**src/rtl/gray_sobel_frame_sequencer.sv**
```systemverilog
// ----------------------------------------------------------------------------
// gray_sobel_frame_sequencer
//
// Frame-level controller that sits between the SPI pixel interface and the
// gray/sobel engine. A frame is started from IDLE and the mode is latched at
// that moment. Exactly FRAME_W*FRAME_H input pixels are then admitted and
// forwarded one per cycle to the engine. Engine results are collected in a
// small output FIFO.
//
// The engine cannot be stalled once it has a pixel. For that reason a pixel
// is only issued when a FIFO slot is already reserved for its result. The
// reservation covers pixels still inside the engine (in flight) as well as
// results already waiting in the FIFO.
//
// Ports
//   clk_i           clock, all logic on the rising edge
//   nreset_i        synchronous active-low reset
//   cfg_select_i    mode (00 bypass, 01 gray, 10 sobel, 11 gray+sobel),
//                   sampled when a frame starts
//   cfg_start_i     frame start request, only honoured in IDLE
//   in_valid_i      input pixel valid
//   in_ready_o      input pixel accept (transfer = valid & ready)
//   in_pixel_i      input pixel
//   eng_select_o    latched mode to the engine
//   eng_start_o     engine enable, high while feeding or draining
//   eng_valid_o     one-cycle strobe qualifying eng_pixel_o
//   eng_pixel_o     registered pixel to the engine
//   eng_px_ready_i  engine result strobe, one per issued pixel
//   eng_pixel_i     engine result
//   out_valid_o     FIFO head valid
//   out_ready_i     consumer accept
//   out_pixel_o     FIFO head (zero while the FIFO is empty)
//   busy_o          a frame is being processed
//   frame_done_o    one-cycle pulse when a frame ends
//   err_o           [0] engine timeout, [1] unsolicited result; sticky
//                   until the next accepted start
// ----------------------------------------------------------------------------
module gray_sobel_frame_sequencer #(
  parameter int PX_W       = 24,
  parameter int FRAME_W    = 16,
  parameter int FRAME_H    = 16,
  parameter int FIFO_DEPTH = 4,
  parameter int TIMEOUT    = 1023
) (
  input  logic            clk_i,
  input  logic            nreset_i,
  input  logic [1:0]      cfg_select_i,
  input  logic            cfg_start_i,
  input  logic            in_valid_i,
  output logic            in_ready_o,
  input  logic [PX_W-1:0] in_pixel_i,
  output logic [1:0]      eng_select_o,
  output logic            eng_start_o,
  output logic            eng_valid_o,
  output logic [PX_W-1:0] eng_pixel_o,
  input  logic            eng_px_ready_i,
  input  logic [PX_W-1:0] eng_pixel_i,
  output logic            out_valid_o,
  input  logic            out_ready_i,
  output logic [PX_W-1:0] out_pixel_o,
  output logic            busy_o,
  output logic            frame_done_o,
  output logic [1:0]      err_o
);

  localparam int N      = FRAME_W * FRAME_H;
  localparam int CNT_W  = $clog2(N + 1);
  localparam int FCNT_W = $clog2(FIFO_DEPTH + 1);
  localparam int PTR_W  = $clog2(FIFO_DEPTH);
  localparam int COL_W  = (FRAME_W > 1) ? $clog2(FRAME_W) : 1;
  localparam int ROW_W  = (FRAME_H > 1) ? $clog2(FRAME_H) : 1;
  localparam int IDLE_W = $clog2(TIMEOUT + 1);
  localparam int CRD_W  = ((CNT_W > FCNT_W) ? CNT_W : FCNT_W) + 1;

  typedef enum logic [1:0] {
    IDLE  = 2'd0,
    FEED  = 2'd1,
    DRAIN = 2'd2,
    DONE  = 2'd3
  } state_t;

  state_t state_q, state_d;

  logic [CNT_W-1:0]  inCnt_q, inCnt_d;
  logic [CNT_W-1:0]  outCnt_q, outCnt_d;
  logic [COL_W-1:0]  colCnt_q, colCnt_d;
  logic [ROW_W-1:0]  rowCnt_q, rowCnt_d;
  logic [IDLE_W-1:0] idleCnt_q, idleCnt_d;
  logic [1:0]        sel_q, sel_d;
  logic [1:0]        err_q, err_d;
  logic              engValid_q, engValid_d;
  logic [PX_W-1:0]   engPixel_q, engPixel_d;

  logic [PX_W-1:0]   fifoMem_q [FIFO_DEPTH];
  logic [PTR_W-1:0]  wrPtr_q, wrPtr_d;
  logic [PTR_W-1:0]  rdPtr_q, rdPtr_d;
  logic [FCNT_W-1:0] fifoCount_q, fifoCount_d;

  logic [CNT_W-1:0]  inFlight;
  logic [CRD_W-1:0]  reserved;
  logic              haveCredit;
  logic              allIssued;
  logic              lastPixel;
  logic              idleExpired;
  logic              waitingResult;
  logic              inReady;
  logic              inXfer;
  logic              startFrame;
  logic              timeoutSet;
  logic              push;
  logic              pop;
  logic              unsolicited;
  logic              outValid;

  // Slot bookkeeping. A pixel may be issued only while the results already
  // owed by the engine plus the results sitting in the FIFO leave a free
  // slot. This is what makes a push into a full FIFO impossible. The FIFO
  // count is registered, so a slot freed by a pop becomes visible one cycle
  // later and out_ready_i never reaches in_ready_o combinationally.
  always_comb begin
    inFlight      = inCnt_q - outCnt_q;
    reserved      = CRD_W'(fifoCount_q) + CRD_W'(inFlight);
    haveCredit    = reserved < CRD_W'(FIFO_DEPTH);
    allIssued     = inCnt_q >= CNT_W'(N);
    lastPixel     = (colCnt_q == COL_W'(FRAME_W - 1)) &&
                    (rowCnt_q == ROW_W'(FRAME_H - 1));
    idleExpired   = idleCnt_q == IDLE_W'(TIMEOUT);
    waitingResult = ((state_q == FEED) || (state_q == DRAIN)) &&
                    (inFlight != '0);
    inReady       = (state_q == FEED) && haveCredit && !allIssued && !idleExpired;
    inXfer        = in_valid_i && inReady;
    outValid      = fifoCount_q != '0;
    pop           = outValid && out_ready_i;
    push          = eng_px_ready_i && (inFlight != '0);
    unsolicited   = eng_px_ready_i && (inFlight == '0);
  end

  // Frame FSM next state. The watchdog can end a frame from FEED as well as
  // from DRAIN. A stalled engine stops returning results, and once every
  // slot is reserved no further pixel can be issued. Without the watchdog
  // the frame would then never reach DRAIN and would hang forever.
  always_comb begin
    state_d    = state_q;
    startFrame = 1'b0;
    timeoutSet = 1'b0;
    case (state_q)
      IDLE: begin
        if (cfg_start_i) begin
          startFrame = 1'b1;
          state_d    = FEED;
        end
      end
      FEED: begin
        if (idleExpired) begin
          timeoutSet = 1'b1;
          state_d    = DONE;
        end else if (inXfer && lastPixel) begin
          state_d = DRAIN;
        end
      end
      DRAIN: begin
        if ((outCnt_q == CNT_W'(N)) && !outValid) begin
          state_d = DONE;
        end else if (idleExpired) begin
          timeoutSet = 1'b1;
          state_d    = DONE;
        end
      end
      DONE: begin
        state_d = IDLE;
      end
      default: begin
        state_d = IDLE;
      end
    endcase
  end

  // Frame counters, latched mode and sticky errors. A start wipes the
  // previous frame's bookkeeping. Error flags raised in the same cycle are
  // still recorded on top of that.
  always_comb begin
    inCnt_d    = inCnt_q;
    outCnt_d   = outCnt_q;
    colCnt_d   = colCnt_q;
    rowCnt_d   = rowCnt_q;
    sel_d      = sel_q;
    err_d      = err_q;
    engValid_d = inXfer;
    engPixel_d = inXfer ? in_pixel_i : engPixel_q;
    if (startFrame) begin
      inCnt_d  = '0;
      outCnt_d = '0;
      colCnt_d = '0;
      rowCnt_d = '0;
      sel_d    = cfg_select_i;
      err_d    = '0;
    end else begin
      if (inXfer) begin
        inCnt_d = inCnt_q + CNT_W'(1);
        if (colCnt_q == COL_W'(FRAME_W - 1)) begin
          colCnt_d = '0;
          rowCnt_d = (rowCnt_q == ROW_W'(FRAME_H - 1)) ? '0 : rowCnt_q + ROW_W'(1);
        end else begin
          colCnt_d = colCnt_q + COL_W'(1);
        end
      end
      if (push) begin
        outCnt_d = outCnt_q + CNT_W'(1);
      end
    end
    err_d = err_d | {unsolicited, timeoutSet};
  end

  // Engine watchdog. The counter runs only while results are owed and none
  // arrives. It saturates at TIMEOUT so it can never wrap. Any result, or
  // simply having nothing outstanding, clears it.
  always_comb begin
    idleCnt_d = '0;
    if (waitingResult && !eng_px_ready_i) begin
      idleCnt_d = idleExpired ? idleCnt_q : idleCnt_q + IDLE_W'(1);
    end
  end

  // Output FIFO pointers and occupancy. A push and a pop in the same cycle
  // leave the count unchanged. The depth is a power of two, so the pointers
  // wrap on their own.
  always_comb begin
    wrPtr_d     = push ? wrPtr_q + PTR_W'(1) : wrPtr_q;
    rdPtr_d     = pop ? rdPtr_q + PTR_W'(1) : rdPtr_q;
    fifoCount_d = fifoCount_q;
    case ({push, pop})
      2'b10:   fifoCount_d = fifoCount_q + FCNT_W'(1);
      2'b01:   fifoCount_d = fifoCount_q - FCNT_W'(1);
      default: fifoCount_d = fifoCount_q;
    endcase
  end

  // State register. Reset overrides anything happening mid-frame.
  always_ff @(posedge clk_i) begin
    if (!nreset_i) begin
      state_q <= IDLE;
    end else begin
      state_q <= state_d;
    end
  end

  // Datapath registers. After reset the counters show nothing in flight,
  // so any late engine result is treated as unsolicited and dropped.
  always_ff @(posedge clk_i) begin
    if (!nreset_i) begin
      inCnt_q     <= '0;
      outCnt_q    <= '0;
      colCnt_q    <= '0;
      rowCnt_q    <= '0;
      idleCnt_q   <= '0;
      sel_q       <= '0;
      err_q       <= '0;
      engValid_q  <= 1'b0;
      engPixel_q  <= '0;
      wrPtr_q     <= '0;
      rdPtr_q     <= '0;
      fifoCount_q <= '0;
    end else begin
      inCnt_q     <= inCnt_d;
      outCnt_q    <= outCnt_d;
      colCnt_q    <= colCnt_d;
      rowCnt_q    <= rowCnt_d;
      idleCnt_q   <= idleCnt_d;
      sel_q       <= sel_d;
      err_q       <= err_d;
      engValid_q  <= engValid_d;
      engPixel_q  <= engPixel_d;
      wrPtr_q     <= wrPtr_d;
      rdPtr_q     <= rdPtr_d;
      fifoCount_q <= fifoCount_d;
    end
  end

  // FIFO storage. Clearing the pointers empties the FIFO, so the array
  // itself needs no reset.
  always_ff @(posedge clk_i) begin
    if (push) begin
      fifoMem_q[wrPtr_q] <= eng_pixel_i;
    end
  end

  assign in_ready_o   = inReady;
  assign eng_select_o = sel_q;
  assign eng_start_o  = (state_q == FEED) || (state_q == DRAIN);
  assign eng_valid_o  = engValid_q;
  assign eng_pixel_o  = engPixel_q;
  assign out_valid_o  = outValid;
  assign out_pixel_o  = outValid ? fifoMem_q[rdPtr_q] : '0;
  assign busy_o       = state_q != IDLE;
  assign frame_done_o = state_q == DONE;
  assign err_o        = err_q;

endmodule

```
**config.mk**
```make
export PLATFORM = sky130hd
export DESIGN_NAME = gray_sobel_frame_sequencer
export DESIGN_NICKNAME = d
export VERILOG_FILES = /design/src/rtl/gray_sobel_frame_sequencer.sv
export SDC_FILE = /design/constraint.sdc
export NUM_CORES = 1
export LEC_CHECK = 0
export CAP_MARGIN = 20
export CELL_PAD_IN_SITES_DETAIL_PLACEMENT = 0
export CELL_PAD_IN_SITES_GLOBAL_PLACEMENT = 1
export CORE_ASPECT_RATIO = 0.5
export CORE_UTILIZATION = 47
export DETAILED_ROUTE_END_ITERATION = 8
export GPL_TIMING_DRIVEN = 0
export PLACE_DENSITY_LB_ADDON = 0.12
export SYNTH_ARGS = -nofsm -noshare
export SYNTH_HDL_FRONTEND = slang
export SYNTH_SLANG_ARGS = --single-unit
```
**constraint.sdc**
```tcl
create_clock -name clk_i -period 10.16 [get_ports clk_i]
set_input_delay 2.032 -clock clk_i [delete_from_list [all_inputs] [get_ports clk_i]]
set_output_delay 2.032 -clock clk_i [all_outputs]
set_load 0.1 [all_outputs]
```
== Word-level counts from Yosys, hierarchy flattened ==
Memories as Yosys holds them, arrays and structs flattened. A register that Yosys moved wholly into a read port is not among the register bits.
Index checks and enable logic that the tools add are counted.

* Memories kept: 1
* Output and inout port bits: 58
* Bits in writable memories: 96
* Flip-flop bits (word level): 74

{| class="wikitable"
|+ Memory list
! name !! depth !! width !! read ports !! clocked after Yosys merged registers in !! wr ports !! line !! source
|-
| fifoMem_q || 4 || 24 || 1 || 1 || 1 || 94 || <nowiki>logic [PX_W-1:0] fifoMem_q [FIFO_DEPTH];</nowiki>
|}

* Eq/ne operators: 12
* Bitwise gates (word level): 2
* Reduce and logical (&&, ||, !) cells: 27
* Multiplexer cells: 20
* Add/subtract/negate cells: 11
* Magnitude comparators: 2

{| class="wikitable"
|+ Operators by type and width
! cell !! count
|-
| two-way mux 24 bit || 1
|-
| adder 9 x 1 -> 9 bit (second input constant) || 2
|-
| two-way mux 2 bit || 8
|-
| logical AND 1 bit || 12
|-
| adder 10 x 1 -> 10 bit (second input constant) || 1
|-
| adder 3 x 9 -> 10 bit || 1
|-
| == test 10 bit (second input constant) || 1
|-
| < comparator 10 x 3 -> 1 bit (second input constant) || 1
|-
| == test 9 bit (second input constant) || 1
|-
| greater-or-equal comparator 9 bit (second input constant) || 1
|-
| logical NOT 9 bit || 1
|-
| nonzero test 9 bit || 1
|-
| subtractor 9 bit || 1
|-
| adder 4 x 1 -> 4 bit (second input constant) || 2
|-
| == test 4 bit (second input constant) || 2
|-
| two-way mux 4 bit || 2
|-
| one-hot mux 2 bit (4 select lines) || 1
|-
| == test 2 bit (second input constant) || 3
|-
| two-way mux 1 bit || 6
|-
| != test 3 bit (second input constant) || 2
|-
| one-hot mux 3 bit (2 select lines) || 1
|-
| adder 2 x 1 -> 2 bit (second input constant) || 2
|-
| == test 2 x 1 -> 1 bit (second input constant) || 2
|-
| logical NOT 1 bit || 4
|-
| other kinds (13) || 15
|}

== Logic depth before layout (Yosys ltp) ==
Gate-level depths: netlist of run 1.

* Depth in word-level cells: 11
* Mapped depth: 16

== Worst setup path after synthesis of run 1 ==
No wires, ideal clock.

* Path type: register -> output
* Start point: reg inCnt_q[0]
* End point: out in_ready_o
* Stages on the path, launching flop included: 10
* Arrival: 5004 ps
* Required time: 8128 ps
* Buffers on the path: 0
* Setup slack: 3124 ps
* Cells stage by stage: dfxtp_1 > inv_1 > ha_1 > fa_1 > xnor2_1 > ha_1 > nor3_1 > nand4b_1 > nor2_1 > nor4b_1

* Word-level cells in the longest chain between the ends: 6
* Elaborated cells on any way between the ends: 8
* Those cells by class: add/sub: 2; order compare: 2; reduce/logical: 4

{| class="wikitable"
|+ RTL lines
! what !! line !! source
|-
| start: declaration || 84 || <nowiki>logic [CNT_W-1:0] inCnt_q, inCnt_d;</nowiki>
|-
| start signal: assignment || 264 || <nowiki>inCnt_q <= inCnt_d;</nowiki>
|-
| subtractor 9 bit || 121 || <nowiki>inFlight = inCnt_q - outCnt_q;</nowiki>
|-
| adder 3 x 9 -> 10 bit || 122 || <nowiki>reserved = CRD_W'(fifoCount_q) + CRD_W'(inFlight);</nowiki>
|-
| < comparator 10 x 3 -> 1 bit || 123 || <nowiki>haveCredit = reserved < CRD_W'(FIFO_DEPTH);</nowiki>
|-
| logical AND 1 bit || 130 || <nowiki>inReady = (state_q == FEED) && haveCredit && !allIssued && !idleExpired;</nowiki>
|-
| logical AND 1 bit (*) (2 in a row) || 130 ||
|-
| end: declaration || 50 || <nowiki>output logic in_ready_o,</nowiki>
|}

Every way passes the cells marked *; elsewhere a longest branch is shown, timed or not.

== Worst setup path in the final report of run 1 ==
Same ends and word-level chain as after synthesis.

==> run summary, run 1 <==
The critical path is of the reg -> out type. Summing every instance area after synthesis gives 7640 um2. The logs give 0.576 for the proportion of synthesized chip area in sequential cells and 0.325 for the relative slew slack.

The run gives 16.1 mm as the routed wire length. Class of the tightest hold or removal check: reg -> reg. The library cell used most frequently in the layout, excluding fill and tap cells, is sky130_fd_sc_hd__clkdlybuf4s50_1. The first global-routing pass estimated 26.4 mm of wire. Total number of vias: 5264. Cell at the root of the clock tree: sky130_fd_sc_hd__clkbuf_16. The area of the core was 15700 um2.

Summed over all failing endpoints, the final setup total negative slack is 0 ns. Final clock period utilization by the worst path: 0.621. Setup slack closes at 3.85 ns.

The power density of the placed cells is 325 nW/um2. A synthesized cell averages 11.9 um2. The number of clock buffers added by TritonCTS is 17. Once detail routing completed, the nets flagged for antenna violations numbered 0.

The tools report the overflow left after global routing as 0. The number of endpoints with negative hold slack in the final report was 0. Leaving out fill and tap cells, the most frequent cells in the layout are sky130_fd_sc_hd__clkdlybuf4s50_1, sky130_fd_sc_hd__edfxtp_1, sky130_fd_sc_hd__dfxtp_1. The overall die width was 182 um; the number of I/O port buffers was 113.

The actual transition at the worst max-transition pin was 1.01 ns; the net count of the mapped netlist was 725. Derived from the worst setup path, the maximum achievable clock frequency is 158 MHz. The run gives 0.43 ns as the insertion delay to the later sink of the worst-skew pair. Type of element launching the critical path: a flop.

The number of nets at the end of the flow was 861; the number of maximum-capacitance violations was 0. The final design area excluding fillers is 9720 um2. On the worst path, the slowest cell contributes a delay of 1.23 ns.

The tools report the endpoint class of the critical path as an output port. Data on the critical path is required at its endpoint by 8.13 ns. The total cell area at the placement stage was 9130 um2; the post-CTS setup-driven buffer insertion count was 0.

The die covers 16800 um2. After detailed routing, the number of vias per cell comes to 5.21. By area the synthesized netlist is led by sky130_fd_sc_hd__edfxtp_1, sky130_fd_sc_hd__dfxtp_1, sky130_fd_sc_hd__mux4_2.

Final weighted congestion in routability-driven placement: 0.789. The H-tree level count came out at 4. In the final routed layout, each cell accounts on average for 15.9 um. VDD sags by at most 0.209 mV. The analysis attributes to cell leakage a power of 3.32 nW.

In this run the worst path has a maximum fanout of 5. Setup repair after global routing left no endpoint under its margin. The synthesized netlist cell count came out at 641. The signed area change from the synthesized netlist to the final layout was 27.2%. The via count of the first global-routing pass was 5296; the time the final worst path needs with I/O delays and setup was 6.31 ns. The logs give 172 for the clock sink total and 0.206 for the overall routing resource usage. The tools report the number of gates given a new drive strength after cts as 0. For the number of remaining DRC errors, the log shows 0. Entering global routing, the biggest net connects 19 pins.

Portion of synthesized cell area occupied by the leading cell type: 0.377. The run gives 0 as the final setup violation count. TritonCTS built the clock tree.

The clock skew is 0.00972 ns, and the number of DRC markers in iteration 0 is 306. For the hold buffer count at cts, the log shows 0. The share of layout cells above drive strength 1 is 0.101. The post-detailed-placement half-perimeter wirelength is 11.1 mm, and the die extent in y is 92.2 um. The most used flip-flop cell after synthesis is sky130_fd_sc_hd__edfxtp_1.

The clock passes through at most 2 buffers. On the critical path, the stage with the largest delay is an instance of sky130_fd_sc_hd__clkdlybuf4s50_1. The standard-cell row count came out at 32.

Number of synthesis warnings: 0. The pre-CTS setup slack was 4.32 ns; the number of detailed-route iterations in the first pass was 6. The most repeated library cell on the critical path was sky130_fd_sc_hd__ha_1.

114 I/O pins were placed. The run gives 5.66 ns as the worst setup slack for register-to-register paths. The logs give 0 for the initial antenna violation count and 0.488 for the starting density of the core.

Clock-pin slew of the registers on the worst-case setup and hold paths: 0.07 ns. Summing internal, switching and leakage power gives 3.16 mW. The run finished with clean final reports.

The cell taking the most area after synthesis was sky130_fd_sc_hd__edfxtp_1. The signal on the critical path passes through inv_1 > ha_1 > fa_1 > xnor2_1 > ha_1 > nor3_1 > nand4b_1 > nor2_1 > nor4b_1 > clkdlybuf4s50_1. The share of flip-flops with an asynchronous set or reset after synthesis is 0, and the number of distinct library cell variants in the gate-level netlist after synthesis is 55.

STA puts the critical path data arrival time at 4.28 ns. Total count of max-transition violations in the final report: 0. The synthesized design contains 96 enable-type register cells. 0 antenna diodes ended up in the layout. The synthesized design contains 172 register bits.
==> flip-flops by register name, summed over array words and instances, names as in the netlist, named ones only <==
signal / count
fifoMem_q: 96
outCnt_q: 9
eng_select_o: 2
colCnt_q: 4
eng_valid_o: 1
eng_pixel_o: 24
state_q: 2
idleCnt_q: 10
err_o: 2
fifoCount_q: 3
inCnt_q: 9
wrPtr_q: 2
rowCnt_q: 4
rdPtr_q: 2
==> stage by stage <==
stage / std cells / util / hold slack (ns)
2_1_floorplan: 641 / - / 0.455
3_3_place_gp: 975 / 0.578 / 0.447
3_5_place_dp: 979 / 0.583 / 0.458
4_1_cts: 1011 / 0.621 / 0.466
5_1_grt: 1011 / 0.621 / 0.490
6_report: 1011 / 0.621 / 0.461
==> cell families (layout without fill, tap and decap cells) <==
kind of cell             Yosys count  after routing  synth area share
adder cells (fa/ha/maj)           28             28            0.0478
flip-flops                       172            172             0.576
XOR/XNOR                          15             15            0.0172
AND/OR/NAND/NOR                  225            225             0.146
buffers and inverters             63            212            0.0345
AO/OA/AOI/OAI                    103            103            0.0925
multiplexers                      35             35            0.0853
==> critical path, delay by kind of cell (launching register included) <==
kind          cells  cell delay, ns
xor+xnor          1            0.26
fa+ha+maj         3            0.96
buf+inv           2            1.34
flops             1            0.43
simple gates      4            0.85
==> report_power, final <==
part | switching (mW) | total [mW] | leakage [nW] | internal [mW]
combinational | 1.12 | 1.58 | 1.54 | 0.461
clock | 0.304 | 0.656 | 0.295 | 0.352
sequential | 0.0489 | 0.923 | 1.49 | 0.874
total | 1.48 | 3.16 | 3.32 | 1.69
==> synthesized netlist by cell type, types with 6 or more instances <==
master	instances
sky130_fd_sc_hd__ha_1	26
sky130_fd_sc_hd__edfxtp_1	96
sky130_fd_sc_hd__dfxtp_1	76
sky130_fd_sc_hd__xnor2_1	9
sky130_fd_sc_hd__nand2_1	73
sky130_fd_sc_hd__nand4_1	10
sky130_fd_sc_hd__a21oi_1	23
sky130_fd_sc_hd__nor2_1	36
sky130_fd_sc_hd__xor2_1	6
sky130_fd_sc_hd__o21ai_0	19
sky130_fd_sc_hd__buf_2	7
sky130_fd_sc_hd__mux4_2	24
sky130_fd_sc_hd__nor2b_1	8
sky130_fd_sc_hd__mux2i_1	10
sky130_fd_sc_hd__and2_1	31
sky130_fd_sc_hd__inv_1	32
sky130_fd_sc_hd__clkbuf_1	18
sky130_fd_sc_hd__nand3_1	21
sky130_fd_sc_hd__or3_1	12
sky130_fd_sc_hd__nor3_1	10
sky130_fd_sc_hd__a21boi_0	27
==> routing by layer <==
metal	wire, um	track usage
met5	0	0
met3	942	0.0616
met2	7390	0.332
met4	166	0.0651
met1	7600	0.269
==> final timing paths <==
path / start / endpoint / cells after the start
hold reg to reg: eng_pixel_o[11]$_SDFFE_PN0P_ / eng_pixel_o[11]$_SDFFE_PN0P_ / 2
setup / recovery: inCnt_q[0]$_SDFFE_PP0P_ / in_ready_o / 10
setup reg to reg: inCnt_q[0]$_SDFFE_PP0P_ / fifoCount_q[2]$_SDFFE_PN0P_ / 16
hold / removal: eng_pixel_o[11]$_SDFFE_PN0P_ / eng_pixel_o[11]$_SDFFE_PN0P_ / 2
==> final cells by class <==
type | instances | area, um2
multi-input cells | 406 | 2980
repair buffers | 117 | 1200
clock buffers | 17 | 425
flip-flops and latches | 172 | 4400
clock inverters | 15 | 168
plain buffers | 31 | 144
well taps | 221 | 277
inverters | 32 | 120
fillers | 1225 | 5930
Note: power is estimated with default switching activity, not from simulation.
==> inputs of run 2 (changes only) <==
CORE_UTILIZATION = 39   (was 47)
clock period = 5.8 ns   (was 10.16 ns; I/O delays follow)
==> run 2 against run 1 <==
  * Design area up 0.15%
  * Critical path type unchanged
  * Wire length up 2.2%
  * Sequential cell count unchanged
  * Setup slack worse by 3.5 ns
  * Largest cell class unchanged
  * Critical path depth unchanged
  * Power up 74%
==> run summary, run 2 (synthesis gave the netlist of run 1 again) <==
The area of the core is 18800 um2 (+20%). The clock-pin slew of the registers on the worst-case setup and hold paths was 0.07 ns (about the same). The signed area change from the synthesized netlist to the final layout came out at 27.4%.

The total CTS buffers was 17 (unchanged). The path class of the tightest hold or removal check is reg -> reg. Most repeated library cell on the critical path: sky130_fd_sc_hd__ha_1. The final antenna diode count is 0 (unchanged). For the I/O pin count, the log shows 114 (unchanged).

For the H-tree level count, the log shows 4 (unchanged). The actual transition at the worst max-transition pin was 1.03 ns (+0.0186 ns); the leakage dissipation was 3.29 nW (-0.99%). For the post-detailed-placement half-perimeter wirelength, the log shows 11.4 mm (+2.6%). The average vias per placed instance was 4.92 (-5.5%); the number of endpoints with negative hold slack in the final report was 0 (unchanged).

The overflow left after global routing was 0 (unchanged); the number of remaining DRC errors was 0 (unchanged). The worst setup path is launched from a flop. The logs give 859 (-0.23%) for the number of nets at the end of the flow and 0.175 (-0.0319) for the overall routing resource usage. Setup repair after global routing left no endpoint under its margin.

The buffering stage count on the worst path with inverters included was 2 (unchanged). The total count of max-transition violations in the final report is 0 (unchanged). Worst-path cell with the longest stage delay: sky130_fd_sc_hd__clkdlybuf4s50_1.

Hold buffer count at cts: 0 (unchanged). The logs give 0 (unchanged) for the number of maximum-capacitance violations and 25 (+6) for the largest net degree at the start of global routing. The tools report the setup TNS as 0 ns (unchanged).

The tools report the starting density of the core as 0.407 (-0.0814). The clock sink total is 172 (unchanged), and the die extent in y is 101 um (+9.6%). The flip-flop count of the largest register, all copies and words added works out to 96 (unchanged). The logs give 35 (+9.4%) for the standard-cell row count and 26.7 mm (+1.4%) for the global-route wire length before repair. The clock skew was 0.0121 ns (+0.00238 ns); the routed wire length was 16.4 mm (+2.2%). The final design area excluding fillers is 9740 um2 (+0.15%).

The required time of the worst setup path is 4.64 ns (-3.49 ns), and the post-CTS setup-driven buffer insertion count is 0 (unchanged). The library cells used most frequently in the layout, excluding fill and tap cells, are sky130_fd_sc_hd__clkdlybuf4s50_1, sky130_fd_sc_hd__edfxtp_1, sky130_fd_sc_hd__dfxtp_1. Share of layout cells above drive strength 1: 0.100 (-0.00101).

The worst setup path is of the reg -> out kind. The via count of the first global-routing pass came out at 5119 (-3.3%). The logs give 4 (-2) for the number of detailed-route iterations in the first pass and 20200 um2 (+20%) for the area of the die.

The final clock period utilization by the worst path works out to 0.935. The worst hold slack was 0.460 ns (-0.00129 ns); the post-detailed-route wirelength per cell was 15.7 um (-1.4%). Most common library cell in the layout ignoring fill and taps: sky130_fd_sc_hd__clkdlybuf4s50_1. The logs give 2 (unchanged) for the worst-case clock buffer depth and 5.50 mW (+74%) for the power consumption. The flow ran to the end, and the final reports show no timing, DRC or antenna violations.

Power density of the placed cells: 565 nW/um2 (+74%). The total number of vias was 5151 (-2.1%); the time the final worst path needs with I/O delays and setup was 5.42 ns. The initial antenna violation count was 0 (unchanged).

Overall die width: 200 um (+9.7%). Total cell area at the placement stage: 9170 um2 (+0.41%). Broken down by cell family, the worst path's largest delay share belongs to buffers and inverters. The tools report the sequential cell area as 4400 um2 (unchanged). Maximum ir drop on the vdd rail: 0.276 mV (+32%). Final weighted congestion in routability-driven placement: 0.763 (-3.3%). TritonCTS built the clock tree.

The critical path goes through inv_1 > ha_1 > fa_1 > xnor2_1 > ha_1 > nor3_1 > nand4b_1 > nor2_1 > nor4b_2 > clkdlybuf4s50_1. The final setup violation count came out at 0 (unchanged). Insertion delay to the later sink of the worst-skew pair: 0.43 ns (about the same).

The tools report the count of antenna-violating nets left after detailed routing as 0 (unchanged). The relative slew slack came out at 0.312 (-0.0124). STA classifies the critical path endpoint as an output port.

Clock tree synthesis selected as its root buffer the cell sky130_fd_sc_hd__clkbuf_16. The maximum cell stage delay along the critical path works out to 1.21 ns (-0.02 ns). The number of I/O port buffers came out at 113 (unchanged). More flip-flops sit in one register than any other, and that register is fifoMem_q. The number of gates given a new drive strength after cts is 0 (unchanged), and the number of fillers in the final layout is 1674 (+37%). Based on the critical path, the design can be clocked at up to 184 MHz. The data arrival time at the worst-slack endpoint came out at 4.26 ns (-0.02 ns).

The largest fanout on the critical path was 5 (unchanged); the multi-input gate area in the final layout was 3000 um2 (+0.55%). For the number of DRC markers in iteration 0, the log shows 262 (-14%).
[run 2: cell count changes in the layout (fill, tap and decap cells not counted), sizes merged]
cell / previous run / this run
bufinv: 1 / 0
clkinvlp: 0 / 3
buf: 17 / 15
clkbuf: 35 / 36
clkinv: 5 / 1
inv: 41 / 42
[run 2: cell type report]
type | instances | area share
plain buffers | 31 | 0.0148
clock buffers | 18 | 0.0441
clock inverters | 14 | 0.0145
inverters | 32 | 0.0123
multi-input cells | 406 | 0.308
flip-flops and latches | 172 | 0.452
well taps | 259 | 0.0333
repair buffers | 115 | 0.121
[run 2: where the power goes]
group	total (mW)	leakage [nW]	switching [mW]	internal, mW
sequential	1.61	1.49	0.0823	1.53
clock	1.11	0.272	0.534	0.575
combinational	2.78	1.53	1.99	0.790
[run 2: worst paths after layout]
check	start	end	slack [ns]	cells after the start
hold / removal	eng_pixel_o[14]$_SDFFE_PN0P_	eng_pixel_o[14]$_SDFFE_PN0P_	0.46	2
hold reg to reg	eng_pixel_o[14]$_SDFFE_PN0P_	eng_pixel_o[14]$_SDFFE_PN0P_	0.46	2
setup reg to reg	inCnt_q[0]$_SDFFE_PP0P_	fifoCount_q[2]$_SDFFE_PN0P_	1.17	16
setup / recovery	inCnt_q[0]$_SDFFE_PP0P_	in_ready_o	0.38	10
[run 2: per-stage QoR]
step | cells | worst slack [ns] | utilization
finish | 1047 | 0.377 | 0.518
global route | 1047 | 0.148 | 0.518
CTS | 1047 | 0.331 | 0.518
detailed placement | 1015 | 0.820 | 0.488
global placement | 1013 | 0.768 | 0.485
floorplan | 641 | 1.06 | -
[run 2: layer usage]
layer	track usage	vias up	routed length (um)
met5	0	-	0
met4	0.0564	0	102
met3	0.0455	8	815
met2	0.282	96	7580
met1	0.230	2454	7950
li1	-	2593	-
[run 2: worst min-delay path, stage by stage, from the launching register on]
cell                       delay (ns)
sky130_fd_sc_hd__dfxtp_1         0.31
sky130_fd_sc_hd__nand2_1         0.04
sky130_fd_sc_hd__a21boi_0        0.06
